--- src/rtl/tile_ocl_responder_if.sv ---
// OCL single-beat register bus plus the tile-side forwarding pulse bus.
// slave: the tile responder; master: the shell-side arbiter and tile components.
interface tile_ocl_responder_if;
  logic        ocl_awvalid;
  logic        ocl_awready;
  logic [31:0] ocl_awaddr;
  logic        ocl_wvalid;
  logic        ocl_wready;
  logic [31:0] ocl_wdata;
  logic        ocl_bvalid;
  logic        ocl_bready;
  logic        ocl_arvalid;
  logic        ocl_arready;
  logic [31:0] ocl_araddr;
  logic        ocl_rvalid;
  logic [31:0] ocl_rdata;
  logic        ocl_rready;
  logic        reg_wvalid;
  logic [15:0] reg_waddr;
  logic [31:0] reg_wdata;
  logic        reg_arvalid;
  logic [15:0] reg_araddr;
  logic        reg_rvalid;
  logic [31:0] reg_rdata;

  modport slave (
    input  ocl_awvalid, ocl_awaddr, ocl_wvalid, ocl_wdata, ocl_bready,
    input  ocl_arvalid, ocl_araddr, ocl_rready, reg_rvalid, reg_rdata,
    output ocl_awready, ocl_wready, ocl_bvalid, ocl_arready, ocl_rvalid, ocl_rdata,
    output reg_wvalid, reg_waddr, reg_wdata, reg_arvalid, reg_araddr
  );

  modport master (
    output ocl_awvalid, ocl_awaddr, ocl_wvalid, ocl_wdata, ocl_bready,
    output ocl_arvalid, ocl_araddr, ocl_rready, reg_rvalid, reg_rdata,
    input  ocl_awready, ocl_wready, ocl_bvalid, ocl_arready, ocl_rvalid, ocl_rdata,
    input  reg_wvalid, reg_waddr, reg_wdata, reg_arvalid, reg_araddr
  );
endinterface

--- src/rtl/tile_ocl_responder.sv ---
// Per-tile OCL responder: local TILE_ID/SCRATCH/WRITE_COUNT/TIMEOUT_COUNT, everything else forwarded.
// Define OCL_RESP_TIMEOUT_EN to enable the forwarded-read timeout and TIMEOUT_COUNT.
module tile_ocl_responder #(
  parameter logic [31:0] TILE_ID        = '0,
  parameter logic [7:0]  LOCAL_ID       = 8'hF0,
  parameter int unsigned TIMEOUT_CYCLES = 255
) (
  input  logic clk,
  input  logic rstn,
  tile_ocl_responder_if.slave bus
);

  typedef enum logic [2:0] {IDLE, W_WAIT, W_FWD, B_RESP, R_FWD, R_RESP} state_t;

  state_t      r_state, w_next;
  logic [15:0] r_addr;
  logic [31:0] r_wdata;
  logic [31:0] r_rdata;
  logic [31:0] r_scratch;
  logic [31:0] r_wcount;
  logic        r_arpulse;

  logic        w_awready, w_arready, w_wready;
  logic        w_aw_hs, w_ar_hs, w_w_hs;
  logic        w_ar_local, w_w_local;
  logic        w_timeout;
  logic [31:0] w_tocount;
  logic [31:0] w_local_rdata;
  logic        w_unused_addr;

  assign w_unused_addr = ^{bus.ocl_awaddr[31:16], bus.ocl_araddr[31:16]};

  // Ready/valid outputs are held low while rstn is asserted, not just after it.
  assign w_awready = rstn && (r_state == IDLE);
  assign w_arready = rstn && (r_state == IDLE) && !bus.ocl_awvalid;
  assign w_wready  = rstn && (r_state == W_WAIT);

  assign w_aw_hs = w_awready && bus.ocl_awvalid;
  assign w_ar_hs = w_arready && bus.ocl_arvalid;
  assign w_w_hs  = w_wready && bus.ocl_wvalid;

  assign w_ar_local = (bus.ocl_araddr[15:8] == LOCAL_ID);
  assign w_w_local  = (r_addr[15:8] == LOCAL_ID);

  assign bus.ocl_awready = w_awready;
  assign bus.ocl_arready = w_arready;
  assign bus.ocl_wready  = w_wready;
  assign bus.ocl_bvalid  = rstn && (r_state == B_RESP);
  assign bus.ocl_rvalid  = rstn && (r_state == R_RESP);
  assign bus.ocl_rdata   = r_rdata;
  assign bus.reg_wvalid  = rstn && (r_state == W_FWD);
  assign bus.reg_waddr   = r_addr;
  assign bus.reg_wdata   = r_wdata;
  assign bus.reg_arvalid = r_arpulse;
  assign bus.reg_araddr  = r_addr;

`ifdef OCL_RESP_TIMEOUT_EN
  logic [15:0] r_tcnt;
  logic [31:0] r_tocnt;

  assign w_timeout = (r_state == R_FWD) && !bus.reg_rvalid &&
                     (r_tcnt == 16'(TIMEOUT_CYCLES - 1));
  assign w_tocount = r_tocnt;

  always_ff @(posedge clk) begin
    if (!rstn) begin
      r_tcnt  <= '0;
      r_tocnt <= '0;
    end else begin
      if (w_ar_hs)
        r_tcnt <= '0;
      else if (r_state == R_FWD)
        r_tcnt <= r_tcnt + 16'd1;
      if (w_timeout && (r_tocnt != '1))
        r_tocnt <= r_tocnt + 32'd1;
    end
  end
`else
  assign w_timeout = 1'b0;
  assign w_tocount = '0;
`endif

  always_comb begin
    w_local_rdata = '0;
    case (bus.ocl_araddr[7:0])
      8'h00:   w_local_rdata = TILE_ID;
      8'h04:   w_local_rdata = r_scratch;
      8'h08:   w_local_rdata = r_wcount;
      8'h0C:   w_local_rdata = w_tocount;
      default: w_local_rdata = '0;
    endcase
  end

  always_comb begin
    w_next = r_state;
    case (r_state)
      IDLE: begin
        if (w_aw_hs)
          w_next = W_WAIT;
        else if (w_ar_hs)
          w_next = w_ar_local ? R_RESP : R_FWD;
      end
      W_WAIT: if (w_w_hs) w_next = w_w_local ? B_RESP : W_FWD;
      W_FWD:  w_next = B_RESP;
      B_RESP: if (bus.ocl_bready) w_next = IDLE;
      R_FWD:  if (bus.reg_rvalid || w_timeout) w_next = R_RESP;
      R_RESP: if (bus.ocl_rready) w_next = IDLE;
      default: w_next = IDLE;
    endcase
  end

  always_ff @(posedge clk) begin
    if (!rstn) begin
      r_state   <= IDLE;
      r_addr    <= '0;
      r_wdata   <= '0;
      r_rdata   <= '0;
      r_scratch <= '0;
      r_wcount  <= '0;
      r_arpulse <= 1'b0;
    end else begin
      r_state   <= w_next;
      r_arpulse <= 1'b0;
      if (w_aw_hs)
        r_addr <= bus.ocl_awaddr[15:0];
      if (w_ar_hs) begin
        r_addr <= bus.ocl_araddr[15:0];
        if (w_ar_local)
          r_rdata <= w_local_rdata;
        else
          r_arpulse <= 1'b1;
      end
      // Local writes count at the W handshake, forwarded ones in W_FWD.
      if (w_w_hs) begin
        if (w_w_local) begin
          if (r_addr[7:0] == 8'h04)
            r_scratch <= bus.ocl_wdata;
          r_wcount <= r_wcount + 32'd1;
        end else begin
          r_wdata <= bus.ocl_wdata;
        end
      end
      if (r_state == W_FWD)
        r_wcount <= r_wcount + 32'd1;
      if (r_state == R_FWD) begin
        if (bus.reg_rvalid)
          r_rdata <= bus.reg_rdata;
        else if (w_timeout)
          r_rdata <= 32'hDEADBEEF;
      end
    end
  end

endmodule

--- src/flat_wrapper.sv ---
// flat-port wrapper written by rule: the top's interface ports become plain ports
module tile_ocl_responder_flat 
#(
  parameter logic [31:0] TILE_ID        = '0,
  parameter logic [7:0]  LOCAL_ID       = 8'hF0,
  parameter int unsigned TIMEOUT_CYCLES = 255
)
  (clk, rstn, bus_ocl_awvalid, bus_ocl_awaddr, bus_ocl_wvalid, bus_ocl_wdata, bus_ocl_bready, bus_ocl_arvalid, bus_ocl_araddr, bus_ocl_rready, bus_reg_rvalid, bus_reg_rdata, bus_ocl_awready, bus_ocl_wready, bus_ocl_bvalid, bus_ocl_arready, bus_ocl_rvalid, bus_ocl_rdata, bus_reg_wvalid, bus_reg_waddr, bus_reg_wdata, bus_reg_arvalid, bus_reg_araddr);
  tile_ocl_responder_if bus_i ();
  input  logic clk;
  input  logic rstn;
  input wire logic [$bits(bus_i.ocl_awvalid)-1:0] bus_ocl_awvalid;
  input wire logic [$bits(bus_i.ocl_awaddr)-1:0] bus_ocl_awaddr;
  input wire logic [$bits(bus_i.ocl_wvalid)-1:0] bus_ocl_wvalid;
  input wire logic [$bits(bus_i.ocl_wdata)-1:0] bus_ocl_wdata;
  input wire logic [$bits(bus_i.ocl_bready)-1:0] bus_ocl_bready;
  input wire logic [$bits(bus_i.ocl_arvalid)-1:0] bus_ocl_arvalid;
  input wire logic [$bits(bus_i.ocl_araddr)-1:0] bus_ocl_araddr;
  input wire logic [$bits(bus_i.ocl_rready)-1:0] bus_ocl_rready;
  input wire logic [$bits(bus_i.reg_rvalid)-1:0] bus_reg_rvalid;
  input wire logic [$bits(bus_i.reg_rdata)-1:0] bus_reg_rdata;
  output wire logic [$bits(bus_i.ocl_awready)-1:0] bus_ocl_awready;
  output wire logic [$bits(bus_i.ocl_wready)-1:0] bus_ocl_wready;
  output wire logic [$bits(bus_i.ocl_bvalid)-1:0] bus_ocl_bvalid;
  output wire logic [$bits(bus_i.ocl_arready)-1:0] bus_ocl_arready;
  output wire logic [$bits(bus_i.ocl_rvalid)-1:0] bus_ocl_rvalid;
  output wire logic [$bits(bus_i.ocl_rdata)-1:0] bus_ocl_rdata;
  output wire logic [$bits(bus_i.reg_wvalid)-1:0] bus_reg_wvalid;
  output wire logic [$bits(bus_i.reg_waddr)-1:0] bus_reg_waddr;
  output wire logic [$bits(bus_i.reg_wdata)-1:0] bus_reg_wdata;
  output wire logic [$bits(bus_i.reg_arvalid)-1:0] bus_reg_arvalid;
  output wire logic [$bits(bus_i.reg_araddr)-1:0] bus_reg_araddr;
  assign bus_i.ocl_awvalid = bus_ocl_awvalid;
  assign bus_i.ocl_awaddr = bus_ocl_awaddr;
  assign bus_i.ocl_wvalid = bus_ocl_wvalid;
  assign bus_i.ocl_wdata = bus_ocl_wdata;
  assign bus_i.ocl_bready = bus_ocl_bready;
  assign bus_i.ocl_arvalid = bus_ocl_arvalid;
  assign bus_i.ocl_araddr = bus_ocl_araddr;
  assign bus_i.ocl_rready = bus_ocl_rready;
  assign bus_i.reg_rvalid = bus_reg_rvalid;
  assign bus_i.reg_rdata = bus_reg_rdata;
  assign bus_ocl_awready = bus_i.ocl_awready;
  assign bus_ocl_wready = bus_i.ocl_wready;
  assign bus_ocl_bvalid = bus_i.ocl_bvalid;
  assign bus_ocl_arready = bus_i.ocl_arready;
  assign bus_ocl_rvalid = bus_i.ocl_rvalid;
  assign bus_ocl_rdata = bus_i.ocl_rdata;
  assign bus_reg_wvalid = bus_i.reg_wvalid;
  assign bus_reg_waddr = bus_i.reg_waddr;
  assign bus_reg_wdata = bus_i.reg_wdata;
  assign bus_reg_arvalid = bus_i.reg_arvalid;
  assign bus_reg_araddr = bus_i.reg_araddr;
  tile_ocl_responder #(.TILE_ID(TILE_ID), .LOCAL_ID(LOCAL_ID), .TIMEOUT_CYCLES(TIMEOUT_CYCLES)) u_core (.clk(clk), .rstn(rstn), .bus(bus_i));
endmodule
--- config.mk ---
export PLATFORM = sky130hd
export DESIGN_NAME = tile_ocl_responder_flat
export DESIGN_NICKNAME = d
export VERILOG_FILES = /design/src/rtl/tile_ocl_responder_if.sv /design/src/rtl/tile_ocl_responder.sv /design/src/flat_wrapper.sv
export SDC_FILE = /design/constraint.sdc
export NUM_CORES = 1
export LEC_CHECK = 0
export BUFFER_PORTS_ARGS = -buffer_cell sky130_fd_sc_hd__buf_4
export CORE_AREA = 2 2 128 130
export DETAILED_ROUTE_END_ITERATION = 16
export DIE_AREA = 0 0 130 132
export PLACE_DENSITY = 0.72
export REMOVE_ABC_BUFFERS = 1
export SLEW_MARGIN = 5
export SYNTH_ARGS = -nofsm -noshare
export SYNTH_HDL_FRONTEND = slang
export SYNTH_SLANG_ARGS = --single-unit
--- constraint.sdc ---
create_clock -name clk -period 4.2 [get_ports clk]
set_clock_uncertainty 0.2 [all_clocks]
set_input_delay 0 -clock clk [delete_from_list [all_inputs] [get_ports clk]]
set_output_delay 0 -clock clk [all_outputs]
set_load 0.01 [all_outputs]
After elaboration in Yosys (flattened, before gate mapping)
Index checks and enable logic that the tools add are counted.

Input port bits: 136. Logic and storage cells: 63. Bits in registers: 148.

$add $sub $neg: 1. Bitwise gates (word level): 1. Muxes and demuxes: 20. Eq/ne operators: 15. Reductions and logical operators: 19.

Operators with widths (number): $mux W32 (7); $pmux W32 S2 (1); $add A32 B1 Y32 const B (1); $mux W16 (2); $mux W3 (6); $pmux W3 S6 (1); $eq A8 B3 Y1 const B (2); $eq A8 B8 Y1 const B (2); $logic_and A1 B1 Y1 (9); $eq A8 B4 Y1 const B (1); $eq A3 B2 Y1 const B (2); $eq A3 B3 Y1 const B (2); $ne A2 B2 Y1 const B (3); $reduce_and A2 Y1 (3); $reduce_bool A2 Y1 (3); $reduce_and A5 Y1 (1); $eq A3 B1 Y1 const B (1); $logic_not A3 Y1 (1); $mux W1 (3); $ne A3 B1 Y1 const B (1); $reduce_and A3 Y1 (1); $ne A2 B1 Y1 const B (1); $logic_not A1 Y1 (1); $not A1 Y1 (1).

Logic depth before layout (Yosys ltp)
Depth in word-level cells: 7. Gate-level depth with buffers: 8.

Least setup slack after synthesis
OpenSTA, ideal clock, no wires.

Path kind: reg-to-reg. Start: register u_core.r_state[1]. End: register u_core.r_wcount[15]. Library setup time: 0.115 ns. Cell stages (with the launch flop): 8. Buffers on the path: 2. Setup slack: 2.172 ns. Arrival: 1.713 ns. Data required time: 3.885 ns. Path through: dfxtp_1 buf_6 and4bb_2 a41oi_4 buf_2 nor4_1 xor2_1 and2_1.

Cells in the longest elaborated chain, start to end: 5. Elaborated cells on any way between the ends: 8. Classes of those cells: eq/ne: 2; mux: 1; reduce/logical: 5.

Ends and longest elaborated chain: start, declared (RTL line tile_ocl_responder.sv:15) `state_t r_state, w_next;`; start signal, assigned (RTL line tile_ocl_responder.sv:122) `r_state <= w_next;`; $eq A3 B1 Y1 (RTL line tile_ocl_responder.sv:36) `assign w_wready = rstn && (r_state == W_WAIT);`; $logic_and A1 B1 Y1 (RTL line tile_ocl_responder.sv:36); net bus_ocl_wready (RTL line flat_wrapper.sv:23) `output wire logic [$bits(bus_i.ocl_wready)-1:0] bus_ocl_wready;`; $logic_and A1 B1 Y1 (RTL line tile_ocl_responder.sv:40) `assign w_w_hs = w_wready && bus.ocl_wvalid;`; $reduce_bool A2 Y1 (no source line); $reduce_and A2 Y1 (no source line); end signal, assigned (RTL line tile_ocl_responder.sv:138) `r_wcount <= r_wcount + 32'd1;`; end signal, assigned (RTL line tile_ocl_responder.sv:144) `r_wcount <= r_wcount + 32'd1;`; end, declared (RTL line tile_ocl_responder.sv:20) `logic [31:0] r_wcount;`.

The timed path passes the listed nets, and every way through them passes these cells. A chain may end at the register's enable or synchronous reset.

Worst setup path after layout
Start: register u_core.r_state[0]. End: register u_core.r_wdata[10], in the netlist u_core.bus.reg_wdata[10].

Cells in the longest elaborated chain, start to end: 4.

Ends and longest elaborated chain: $eq A3 B1 Y1 (RTL line tile_ocl_responder.sv:36); $logic_and A1 B1 Y1 (RTL line tile_ocl_responder.sv:36); $logic_and A1 B1 Y1 (RTL line tile_ocl_responder.sv:40); $reduce_and A2 Y1 (no source line); end signal, assigned (RTL line tile_ocl_responder.sv:140) `r_wdata <= bus.ocl_wdata;`; end, declared (RTL line tile_ocl_responder.sv:17) `logic [31:0] r_wdata;`.

No other way between the ends.

==> impl_metrics.yaml <==
status:
  outcome: "completed"
logic_synthesis:
  ys_ff_latch: 148
  seq_area_frac_synth_pct: 42.7
  yosysTopAreaCell: "dfxtp_1"
  syn_inst: 798
  async_flop_share_pct: 0
  synth_area_leaders: "dfxtp_1, nand2_1, nand3_1"
  ys_types: 55
  synth-edff-count: 0
  yosysTopAreaCellShare_pct: 42.7
  synth_area_um2: 6950
  avgSynthCellArea_um2: 8.70
  ys.flop_type: "dfxtp_1"
  yosysWarnings: 0
layout:
  final_util_pct: 65.2
  final_common_cell: "buf_4"
  num-fill-cells: 1291
  area_growth_pct: 47.5
  n_antenna_cell: 0
  final_nets: 1197
  drive_gt1_share_pct: 24.1
  final_cell_mix: "buf_4, dfxtp_1, nand2_1"
  seq_area_um2: 2960
  multi_input_area_um2: 3640
clocking:
  worstSkewPairLatency_ns: 0.42
  cts-root-buf: "clkbuf_16"
  cts_tree: "yes"
  clk_pin_slew_ns: 0.06
  cts.htree.levels: 4
  numClockSinks: 148
  cts_setup_buffers: 0
  cts_buffer_depth: 2
  cts_buffers: 17
setup_path:
  cp_max_fo: 32
  worstReg2RegEnd: "u_core.bus.reg_wdata[10]$_SDFFE_PN0P_"
  r2r_cells: 6
  critPathLaunchType: "register"
  worstReg2RegStart: "u_core.r_state[0]$_SDFFE_PN0P_"
  slowest_delay_ns: 0.85
  arrival_ns: 3.36
  slowest_stage: "a21oi_4"
  worst-r2r-setup-slack_ns: 1.00
  required_ns: 4.36
  worstPathCellList: "and4bb_2 -> nand2_1 -> a21oi_4 -> nand2_1 -> a21boi_0 -> dlygate4sd3_1"
  crit_type: "reg2reg"
  cp-end-kind: "register"
  cpMostUsedCell: "nand2_1"
placed_design:
  io_buffers: 206
  hpwl_mm: 12.4
  gp_congestion: 0.788
sta:
  max_freq_ghz: 0.313
  fin_setup_tns_ns: 0
  finalHoldViolCount: 0
  drv_slew: 0
  maxSlewHeadroom_pct: 21.5
  rsz0062_at_grt: "no"
  fin_crit_ns: 3.20
  finalCritPeriodShare_pct: 76.1
  setup_violations: 0
  tightestPinTransition_ns: 1.17
die:
  fp.dieH_um: 132
  coreArea_um2: 15700
  placementRows: 46
  top_level_ports: 239
  die_w_um: 130
  initial_core_util_pct: 44.2
  die-area_um2: 17200
route:
  drt_iter0_drc: 391
  drc_errors: 0
  ant_nets: 0
  wl_mm: 20.9
  detail_route.wl_per_cell_um: 16.2
  vias_per_cell: 5.22
  firstDrtPassIters: 5
  vias: 6724
global_routing:
  grt_pass1_vias: 6441
  grt_max_degree: 103
  grt_pass1_wl_mm: 32.8
  antenna_found_initial: 0
  overflow: 0
  gr-usage-all-layers_pct: 23.8
worst_hold_path:
  hp-class: "in2reg"
  whs_path_depth: 5
  worstHoldEndpoint: "u_core.bus.ocl_rdata[19]$_SDFF_PN0_"
  min-delay-start: "bus_ocl_araddr[2]"
flow_run:
  max-cap-violations: 0
pwr:
  vdd_drop_max_mv: 0.308
  pwr_density_cell_nw_per_um2: 416
  p_leak_nw: 4.26
-- per-stage QoR --
step                std cells  hold WS (ns)  total power, mW  instance area (µm²)  setup WS, ns
floorplan                 721       -0.0974             1.97                 6570         0.683
global placement         1150      -0.00487             2.38                 8480          1.41
detailed placement       1150      -0.00364             2.39                 8480          1.33
CTS                      1289        0.0332             4.27                10200          1.06
global route             1289        0.0653             4.42                10200         0.825
finish                   1289        0.0436             4.26                10200          1.00
-- how the worst max path moves through the flow --
| stage | start | to | slack (ns) | cells after the start |
|---|---|---|---|---|
| global route | u_core.r_state[0]$_SDFFE_PN0P_ | u_core.bus.reg_wdata[10]$_SDFFE_PN0P_ | 0.83 | 6 |
| CTS | u_core.r_state[0]$_SDFFE_PN0P_ | u_core.bus.reg_wdata[7]$_SDFFE_PN0P_ | 1.06 | 6 |
| floorplan | u_core.r_state[0]$_SDFFE_PN0P_ | u_core.r_scratch[0]$_SDFFE_PN0P_ | 0.68 | 5 |
| finish | u_core.r_state[0]$_SDFFE_PN0P_ | u_core.bus.reg_wdata[10]$_SDFFE_PN0P_ | 1.00 | 6 |
| detailed placement | u_core.r_state[2]$_SDFFE_PN0P_ | u_core.bus.ocl_rdata[23]$_SDFF_PN0_ | 1.33 | 5 |
| global placement | u_core.r_state[2]$_SDFFE_PN0P_ | u_core.bus.ocl_rdata[13]$_SDFF_PN0_ | 1.41 | 5 |
-- critical path: cells and delay by family, from the launching register on --
kind / cells / cell delay (ns)
buffers and inverters: 1 / 0.57
flip-flops: 1 / 0.64
AND/OR/NAND/NOR: 3 / 0.67
AO/OA/AOI/OAI: 2 / 1.05
-- registers in the layout, summed over array words and instances, names as in the netlist --
register and cells:
u_core.bus.reg_arvalid 1, u_core.bus.ocl_rdata 32, u_core.bus.reg_wdata 32, u_core.r_scratch 32, u_core.bus.reg_araddr 16, u_core.r_wcount 32, u_core.r_state 3
-- routing by layer --
metal	vias to the layer above	part of all wire, %	GRT usage [%]
met1	3169	45	30.5
met3	31	4.5	4.50
met4	0	2.0	8.84
li1	3332	-	-
met2	192	49	39.4
met5	-	0	0
-- cell families (layout without fill, tap and decap cells) --
| family | Yosys count | in the layout | synth area share [%] |
|---|---|---|---|
| and+or+nand+nor | 390 | 390 | 30.2 |
| DFF | 148 | 148 | 42.7 |
| AOI/OAI and AO/OA | 122 | 122 | 13.4 |
| buffers and inverters | 79 | 354 | 5.55 |
| muxes | 36 | 36 | 5.19 |
| xor gates and xnor gates | 22 | 22 | 2.77 |
| adders and majority gates | 1 | 1 | 0.180 |
-- cell usage after synthesis, drive strengths merged, types with 5 or more instances --
cell type,count
dfxtp,148
nand4,7
and4,5
xor2,15
nor3,10
nand2,137
nand3,79
nor2b,37
xnor2,7
o211a,15
o21ai,11
buf,32
and2,23
a21boi,37
a22oi,32
nor4b,8
o22ai,8
clkbuf,45
or3,35
mux2i,36
nand2b,7
o31ai,5
nor2,12
nor4,8
-- what timing repair did --
item,4_1_cts,5_1_grt
gates resized for setup,0,0
hold buffers,107,0
setup endpoints to repair,0,0
endpoints found under the hold margin,120,0
-- power by group --
| group | leakage, nW | switching, mW | internal [mW] |
|---|---|---|---|
| clock network | 0.334 | 0.609 | 1.19 |
| logic | 2.73 | 0.401 | 0.444 |
| registers | 1.20 | 0.117 | 1.50 |
| total | 4.26 | 1.13 | 3.14 |
-- final cells by class --
cell class	count	area share [%]
clock inverter	13	2.47
multi-input combinational	571	35.5
clock buffer	19	4.32
timing repair buffer	320	26.1
inverter	2	0.0733
sequential	148	28.9
tap	216	2.64
Note: power is estimated with default switching activity, not from simulation.
